===== src/rtl/adder_tree_pkg.sv =====
// Shared types and helpers for the CSA adder tree and its loader.
package adder_tree_pkg;

   // Loader sequencing: no vector in flight, waiting on the tree, holding a sum.
   typedef enum logic [1:0] {
      IDLE = 2'd0,
      WAIT = 2'd1,
      HOLD = 2'd2
   } state_t;

   // Pipeline depth of a tree built from 3:2 compressor levels: each level
   // turns every group of three rows into two until two rows remain.
   // A tree with two or fewer operands still takes one registered level.
   function automatic int tree_latency(input int n);
      int rows;
      int lv;
      rows = n;
      lv   = 0;
      for (int i = 0; i < 32; i++) begin
         if (rows > 2) begin
            rows = rows - rows / 3;
            lv   = lv + 1;
         end
      end
      return (lv == 0) ? 1 : lv;
   endfunction

endpackage


===== src/rtl/adder_tree_lat_ctr.sv =====
// Loadable down-counter that marks the edge on which the tree's sum is valid.
// Loaded with LATENCY-1 on the launch edge; o_done is high while the count
// is zero, so the capture edge is LATENCY edges after the load.
module adder_tree_lat_ctr #(
   parameter int LATENCY = 4
) (
   input  logic clk,
   input  logic rst_n,
   input  logic i_load,
   input  logic i_run,
   output logic o_done
);

   localparam int               LAT_W    = (LATENCY > 1) ? $clog2(LATENCY) : 1;
   localparam logic [LAT_W-1:0] LOAD_VAL = LAT_W'(LATENCY - 1);

   logic [LAT_W-1:0] cnt_q;
   logic [LAT_W-1:0] cnt_d;

   // Next count: reload on launch, otherwise count down while running, stop at zero.
   always_comb begin
      cnt_d = cnt_q;
      if (i_load) begin
         cnt_d = LOAD_VAL;
      end else if (i_run && (cnt_q != '0)) begin
         cnt_d = cnt_q - 1'b1;
      end
   end

   // Count register.
   always_ff @(posedge clk or negedge rst_n) begin
      if (!rst_n) begin
         cnt_q <= '0;
      end else begin
         cnt_q <= cnt_d;
      end
   end

   assign o_done = (cnt_q == '0);

endmodule


===== src/rtl/adder_tree_loader.sv =====
// Feeder and result collector for the CSA adder tree.
// Packs DATA_N serial samples into the tree's input vector, holds it stable
// while the tree computes, and captures the sum behind a valid/ready port.
// At most one vector is in flight; the next buffer may fill meanwhile.
// Optional build macro ADDER_TREE_LOADER_TLAST_EN: a transfer with i_last
// closes the buffer early and the unused slots are launched as zero.
module adder_tree_loader
   import adder_tree_pkg::*;
#(
   parameter  int DATA_W   = 3,
   parameter  int DATA_N   = 9,
   parameter  int LATENCY  = tree_latency(DATA_N),
   localparam int O_DATA_W = DATA_W + DATA_N,
   localparam int CNT_W    = $clog2(DATA_N + 1)
) (
   input  logic                             clk,
   input  logic                             rst_n,
   input  logic                             i_valid,
   output logic                             i_ready,
   input  logic [DATA_W-1:0]                i_sample,
   input  logic                             i_last,
   output logic [0:DATA_N-1][DATA_W-1:0]    o_vec,
   output logic                             o_vec_valid,
   input  logic [O_DATA_W-1:0]              i_sum,
   output logic [O_DATA_W-1:0]              o_sum,
   output logic                             o_sum_valid,
   input  logic                             i_sum_ready
);

   localparam logic [CNT_W-1:0] FULL_CNT = CNT_W'(DATA_N);

   state_t                          state_q, state_d;
   logic [CNT_W-1:0]                cnt_q, cnt_d;
   logic [0:DATA_N-1][DATA_W-1:0]   fill_q, fill_d;
   logic [0:DATA_N-1][DATA_W-1:0]   vec_q, vec_d;
   logic                            vec_vld_q, vec_vld_d;
   logic                            ready_q, ready_d;
   logic [O_DATA_W-1:0]             sum_q, sum_d;
   logic                            sum_vld_q, sum_vld_d;

   logic                            xfer;
   logic                            full;
   logic                            full_nxt;
   logic                            launch;
   logic                            lat_done;

   // i_ready is registered so it is low throughout reset and glitch-free.
   assign xfer   = i_valid && ready_q;
   assign launch = full && (state_q == IDLE);

`ifdef ADDER_TREE_LOADER_TLAST_EN
   logic last_q, last_d;

   // Early-close flag: set by an i_last transfer, cleared when the buffer launches.
   always_comb begin
      last_d = last_q;
      if (launch) begin
         last_d = 1'b0;
      end else if (xfer && i_last) begin
         last_d = 1'b1;
      end
   end

   // Early-close flag register.
   always_ff @(posedge clk or negedge rst_n) begin
      if (!rst_n) begin
         last_q <= 1'b0;
      end else begin
         last_q <= last_d;
      end
   end

   assign full     = (cnt_q == FULL_CNT) || last_q;
   assign full_nxt = (cnt_d == FULL_CNT) || last_d;
`else
   logic unused_last;
   assign unused_last = i_last;

   assign full     = (cnt_q == FULL_CNT);
   assign full_nxt = (cnt_d == FULL_CNT);
`endif

   assign ready_d = !full_nxt;

   // Fill side: write each accepted sample into the next free slot; a launch empties the buffer.
   always_comb begin
      cnt_d  = cnt_q;
      fill_d = fill_q;
      if (launch) begin
         cnt_d = '0;
      end else if (xfer) begin
         for (int k = 0; k < DATA_N; k++) begin
            if (cnt_q == CNT_W'(k)) begin
               fill_d[k] = i_sample;
            end
         end
         cnt_d = cnt_q + 1'b1;
      end
   end

   // Tree input vector: copy the buffer on launch and hold it until the next launch.
   always_comb begin
      vec_d = vec_q;
      if (launch) begin
         vec_d = fill_q;
`ifdef ADDER_TREE_LOADER_TLAST_EN
         // Slots past the early-closed fill point may hold stale samples.
         for (int k = 0; k < DATA_N; k++) begin
            if (CNT_W'(k) >= cnt_q) begin
               vec_d[k] = '0;
            end
         end
`endif
      end
   end

   // Sequencing: launch from IDLE, capture the tree sum when the latency expires, release on handshake.
   always_comb begin
      state_d   = state_q;
      sum_d     = sum_q;
      sum_vld_d = sum_vld_q;
      vec_vld_d = launch;
      case (state_q)
         IDLE: begin
            if (launch) begin
               state_d = WAIT;
            end
         end
         WAIT: begin
            if (lat_done) begin
               sum_d     = i_sum;
               sum_vld_d = 1'b1;
               state_d   = HOLD;
            end
         end
         HOLD: begin
            if (i_sum_ready && sum_vld_q) begin
               sum_vld_d = 1'b0;
               state_d   = IDLE;
            end
         end
         default: begin
            state_d   = IDLE;
            sum_vld_d = 1'b0;
         end
      endcase
   end

   // State, buffer and output registers; reset discards everything in flight.
   always_ff @(posedge clk or negedge rst_n) begin
      if (!rst_n) begin
         state_q   <= IDLE;
         cnt_q     <= '0;
         fill_q    <= '0;
         vec_q     <= '0;
         vec_vld_q <= 1'b0;
         ready_q   <= 1'b0;
         sum_q     <= '0;
         sum_vld_q <= 1'b0;
      end else begin
         state_q   <= state_d;
         cnt_q     <= cnt_d;
         fill_q    <= fill_d;
         vec_q     <= vec_d;
         vec_vld_q <= vec_vld_d;
         ready_q   <= ready_d;
         sum_q     <= sum_d;
         sum_vld_q <= sum_vld_d;
      end
   end

   adder_tree_lat_ctr #(
      .LATENCY (LATENCY)
   ) u_lat_ctr (
      .clk     (clk),
      .rst_n   (rst_n),
      .i_load  (launch),
      .i_run   (state_q == WAIT),
      .o_done  (lat_done)
   );

   assign i_ready     = ready_q;
   assign o_vec       = vec_q;
   assign o_vec_valid = vec_vld_q;
   assign o_sum       = sum_q;
   assign o_sum_valid = sum_vld_q;

endmodule

===== config.mk =====
export PLATFORM = sky130hd
export DESIGN_NAME = adder_tree_loader
export DESIGN_NICKNAME = d
export VERILOG_FILES = /design/src/rtl/adder_tree_pkg.sv /design/src/rtl/adder_tree_lat_ctr.sv /design/src/rtl/adder_tree_loader.sv
export SDC_FILE = /design/constraint.sdc
export NUM_CORES = 1
export LEC_CHECK = 0
export CAP_MARGIN = 40
export CORE_MARGIN = 8
export CORE_UTILIZATION = 46
export DETAILED_ROUTE_END_ITERATION = 10
export PLACE_DENSITY = 0.82
export SETUP_SLACK_MARGIN = 0.3
export SYNTH_ARGS = -nofsm -noshare
export SYNTH_HDL_FRONTEND = slang
export SYNTH_SLANG_ARGS = --single-unit

===== constraint.sdc =====
create_clock -name clk -period 1.8 [get_ports clk]
set_input_delay 0.18 -clock clk [delete_from_list [all_inputs] [get_ports clk]]
set_output_delay 0.18 -clock clk [all_outputs]
set_load 0.02 [all_outputs]

==> impl_results.md <==
* Outcome: finished clean
* Worst Skew at 0.00700 ns
* Number of max-cap violations at 0
* Post-synth EDFFs at 0
* Slowest cell on the critical path: dfrtp_1
* GRT Resource Usage Total at 15.1%
* Top-count cell post-synth: dfrtp_1
* Iter 0 DRT Violations at 136
* Final slew viol count at 0
* ANT nets after route at 0
* Vias post-DR at 1940
* Vias/cell at 5.22
* Core Footprint at 0.00639 mm2
* Ys flop type: dfrtp_1
* Setup WS post-layout at ~0.025 ns
* Max Root-Sink Buffers at 2
* DR pass1 iterations at 5
* Dominant cell type by area after synthesis: dfrtp_1
* Synth Instances at 197
* CTS tree: yes
* Largest net degree at the start of global routing at 35
* Actual slew at the worst max-slew pin at 0.406 ns
* Residual DRC at 0
* Starting density of the core at 47.6%
* Ranking of synthesized cells by area: dfrtp_1, mux2_2, ha_1, nand2_1, buf_6
* Pleak at 2.15 nW
* ANT cells at 0
* # setup viols final at 0
* Layout area overhead at 44.7%
* DIE AREA at 0.00947 mm2
* Root buffer cell: clkbuf_8
* Power Total at about 8 mW
* Power Dens Cells at 1780 mW/mm2
* Final period utilization at between 90% and 100%
* CP endpoint kind: flop
* Syn_nets at around 220
* Total gr overflow at 0
* Synth Cell Area at 0.00304 mm2
* Worst VDD drop at 0.000998 V
* Worst setup SP type: flop
* Syn Area/Cell at 15.4 um2
* Final WL at 7.51 mm
* Worst path cell trace: inv_2 -> ha_4 -> nor4b_4 -> buf_6 -> buf_6 -> buf_12 -> mux2_4
* Cell Rows at 29
* GP Congestion at between 0.7 and 0.8
* HP Class: in2async
* Hold Violations, Final at 0
* FF+latch count, synth at 77
* Filler instances at 427
* Critical Path RT at 2.03 ns
* CP peak stage delay at 0.40 ns
* Worst skew pair latency at 0.35 ns
* Fmax at 563 MHz
* Clk pin slew, worst setup/hold paths at roughly 0.08 ns
* Post-synth top area share at 63.3%
* Worst slack at placement at approximately 0.063 ns
* Wirelength per Cell at roughly 20 um
* WS Path Type: reg2reg
* Port Buffers at 60
* Most used cell, CP: buf_6
* Die height at around 97 um
* Area occupied by multi-input gates at 0.00125 mm2
* Hpwl dp at 4.20 mm
* Top-Level Pins at 62
* Top post-synthesis cells by count: dfrtp_1, mux2_2, nand2_1
* Seq/Total Area, Yosys at between 60 and 70%
* Vias in the first global route at roughly 2100
* Worst relative slew slack at 72.8%
* Die Wd at approximately 100 um
* Final net count at between 300 and 400
* Arr. time, crit path at ~2.0 ns
* Seq. cell area at 0.00193 mm2
* Unrepaired setup endpoints after global routing: yes
* Post-layout min period at between 1.5 and 2 ns
* Layout cell share with drive strength beyond 1 at 43.1%
* Crit Path Max Fanout at 5
* Antenna violations before repair at 0
* Library cells used by synthesis at 25
* # H-tree levels at 3
* Post-synthesis async set-or-reset flop share at 100%
* First-pass GRT wire length at 11.1 mm
* Yosys Warn Count at 0
* Clock Sinks at 77
* Setup_tns at 0 ns
* CTS Buf Count at 9
## registers in the layout, indices dropped and copies added, names as in the netlist
register	cells
o_sum	12
cnt_q	4
i_ready	1
fill_q	27
o_vec	27
state_q	2
o_vec_valid	1
o_sum_valid	1
u_lat_ctr.cnt_q	2
## path summary, 6_finish.rpt
path / start / cells past startpoint / slack (ns) / end
max: cnt_q[1] / 7 / 0.03 / o_vec[13]
min: rst_n / 2 / 0.32 / o_sum[9]
max reg2reg: cnt_q[1] / 7 / 0.03 / o_vec[13]
min reg2reg: fill_q[21] / 1 / 0.50 / o_vec[21]
max in group asynchronous: rst_n / 3 / 0.92 / cnt_q[3]
min in group clk: i_sum_ready / 2 / 0.44 / o_sum_valid
## critical path: cells and delay by family (launching register included)
family,cells,cell delay (ns)
buf+inv,4,0.51
simple gates,1,0.30
flops,1,0.40
fa+ha+maj,1,0.14
mux,1,0.30
## cell families after synthesis
group | share of synthesized area, %
fa+ha+maj | 2.06
simple gates | 5.96
compound gates | 0.905
xor+xnor | 1.15
buf+inv | 1.85
mux | 24.8
flops | 63.3
## placed cells by master (no fill, tap or decap), drive strengths merged
cell	n
a211o	1
a21oi	2
buf	26
bufinv	1
clkbuf	12
clkdlybuf4s50	17
clkinv	2
clkinvlp	1
dfrtp	77
dlygate4sd2	34
dlygate4sd3	1
dlymetal6s2s	8
ha	5
inv	5
mux2	66
mux2i	1
nand2	10
nand2b	3
nand3	3
nand3b	1
nand4b	1
nor2	7
nor3	3
nor3b	1
nor4b	1
o32ai	1
or3b	1
xnor2	3
xor2	1
## cell type report
class                           count  share of cell area, %
Sequential cell                    77                   43.8
Multi-Input combinational cell    111                   28.5
Timing Repair Buffer               87                   20.6
Clock buffer                       11                   3.44
Tap cell                           77                   2.19
Clock inverter                      4                   1.08
Inverter                            5                  0.426
## routing by layer
metal,vias up,part of all wire [%],GRT usage [%]
met5,-,0,0
met4,0,1.9,8.39
met3,14,4.3,4.84
li1,876,-,-
met2,47,54,25.1
met1,1003,40,16.9
## metrics by stage
stage / area [um2] / util [%] / std cells / hold WS (ns)
after detailed placement: 3810 / 59.6 / 341 / 0.133
after global placement: 3810 / 59.6 / 341 / 0.128
after floorplan: 3040 / - / 197 / -0.116
after global routing: 4400 / 69.0 / 372 / 0.352
after CTS: 4230 / 66.2 / 367 / 0.293
final: 4400 / 69.0 / 372 / 0.321
## repair_timing
action,CTS,global route
resized for setup,71,34
hold buffers,1,0
endpoints found under the setup margin,68,70
gates cloned,2,1
endpoints found under the hold margin,28,0
buffers inserted,8,4
pin swaps,3,2
## power breakdown
part           switching (mW)  total, mW  internal [mW]  leakage [nW]
Sequential              0.496       3.05           2.55         0.942
Clock                   0.596       1.30          0.703         0.101
Combinational            1.59       3.48           1.88          1.11
(Power assumes the default switching activity.)
==> RTL change (same flow settings) <==
Build with the macro `ADDER_TREE_LOADER_TLAST_EN` defined.
--- a/src/rtl/adder_tree_loader.sv
+++ b/src/rtl/adder_tree_loader.sv
@@ -6,2 +6,4 @@
 // closes the buffer early and the unused slots are launched as zero.
+`define ADDER_TREE_LOADER_TLAST_EN
+
 module adder_tree_loader
Check against the original RTL: not equivalent (Yosys sat finds a counterexample within 4 cycles, from zero or initial values and one cycle with rst_n low).
==> RTL change against the unedited design <==
The flow now finishes with violations (negative setup slack). Routed wire length is 11% higher. Synthesized area is 6.4% higher. Power increased by 3.1%. Design area is 7.2% higher. Worst setup slack worse by 27 ps. Sequential cell count rose by 1. Synthesized cell count grew 43%. First-iteration DRC count decreased by 52%. Global-route usage increased by 1.4 points. Largest cell class unchanged. Highest routed layer unchanged.
==> RTL change: results <==
run_status:
  status: "complete, but fails checks"
  violations: "negative setup slack"
setup_path:
  path_delay_family: "simple AND/OR/NAND/NOR gates"
  endpoint: "fill_q[26]$_DFFE_PN0P_"
  arrival_ps: 2040
  max_stage_delay_ps: 470
  crit_fanout: 9
  critPathLaunch: "cnt_q[3]$_DFF_PN0_"
  reg2regPathDepth: 5
  reg2reg_from: "cnt_q[3]$_DFF_PN0_"
global_routing:
  grt_pass1_wl_um: 12800
  grt_pass1_vias: 2588
  grt_usage_pct: 16.6
  grt_max_degree: 36
  antenna_found_initial: 0
yosys:
  synthDistinctLibCells: 32
  yosys-top-cells-count: "dfrtp_1, nand2_1, mux2_2, nand3_1, o21ai_0"
  synth.avg_cell_area_um2: 11.5
  ys_seq_area_share_pct: 60.3
  synthTopCellsByArea: "dfrtp_1, mux2_2, nand2_1"
  synth_adder_area_share_pct: 2.70
  synth_compound_area_share_pct: 5.72
  syn_nets: 309
  synth_xor_area_share_pct: 1.08
  yosysWarningCount: 0
  synth_mux_area_share_pct: 13.6
detailed_routing:
  drt-initial-drc-count: 65
  routed-via-count: 2456
  drt_first_pass_iters: 4
  drt_wl_total_um: 8340
  routedWlPerCell_um: 17.7
  wl_met3_um: 367
  top_layer: "met4"
  dr_wl_met2_um: 4260
  wl_met1_um: 3540
layout:
  final_nets: 398
  fillCellCount: 466
  seq_area_um2: 1950
  drive_gt1_share_pct: 33.0
timing:
  clock_skew_ps: 8.40
  report.final.setup_viol: 2
  finalSetupTns_ps: -1.85
  slew_headroom_pct: 69.3
  worst_hold_slack_ps: 272
  setup_ws_ps: -1.24
placement:
  place_inst: 446
  place.gp.congestion: 0.938
  pre_cts_ws_ps: -70.6
  port_buffers: 61
  dp_hpwl_um: 5280
  placed_area_um2: 4130
clock_tree:
  clockBufferDepth: 2
  clk_latency_ps: 350
  clkTransAtPathRegs_ps: 80
power:
  vdd_ir_drop_max_mv: 0.712
  leakagePower_nw: 2.42
min_path:
  min_path_type: "input port to async pin"
-- RTL change: cell types whose count changed in the layout (fill, tap and decap cells not counted), moves of 6 or more --
cell	change
dlygate4sd2_1	-7
dlymetal6s2s_1	+6
mux2_4	-24
nand2_1	+52
nand3_2	+17
o21ai_0	+11
-- RTL change: what timing repair did --
action | CTS | global route
hold buffers | 1 | 0
gates resized for setup | 65 | 41
buffers inserted | 6 | 1
pin swaps | 4 | 15
endpoints found under the setup margin | 84 | 76
gates cloned | 2 | 0
hold endpoints to repair | 24 | 0
-- RTL change: logic make-up after synthesis --
| family | after synthesis |
|---|---|
| flip-flops | 78 |
| AND/OR/NAND/NOR | 102 |
| AO/OA/AOI/OAI | 29 |
| multiplexers | 39 |
| buffers and inverters | 23 |
| XOR/XNOR | 4 |
| adder cells (fa/ha/maj) | 7 |
-- RTL change: worst min path at each step --
stage	end
finish	o_sum[2]$_DFFE_PN0P_
global route	o_sum[7]$_DFFE_PN0P_
CTS	o_sum[6]$_DFFE_PN0P_
detailed placement	o_sum[1]$_DFFE_PN0P_
global placement	o_sum[1]$_DFFE_PN0P_
floorplan	cnt_q[0]$_DFF_PN0_
-- RTL change: power breakdown --
part           switching [mW]  total [mW]  internal, mW
logic                    2.05        3.90          1.84
clock network           0.613        1.32         0.710
registers               0.406        2.84          2.44
-- RTL change: metal layers --
metal  GRT usage [%]  vias up
met5               0        -
met4            7.80        0
met3            4.29       17
met2            28.1       70
met1            19.0     1240
li1                -     1129
-- RTL change: cell type report --
cell class	count	share of cell area, %
inverters	12	1.06
multi-input cells	181	30.9
flip-flops and latches	78	41.3
clock buffers	12	3.29
repair buffers	89	19.9
clock inverters	4	0.954
well taps	96	2.54
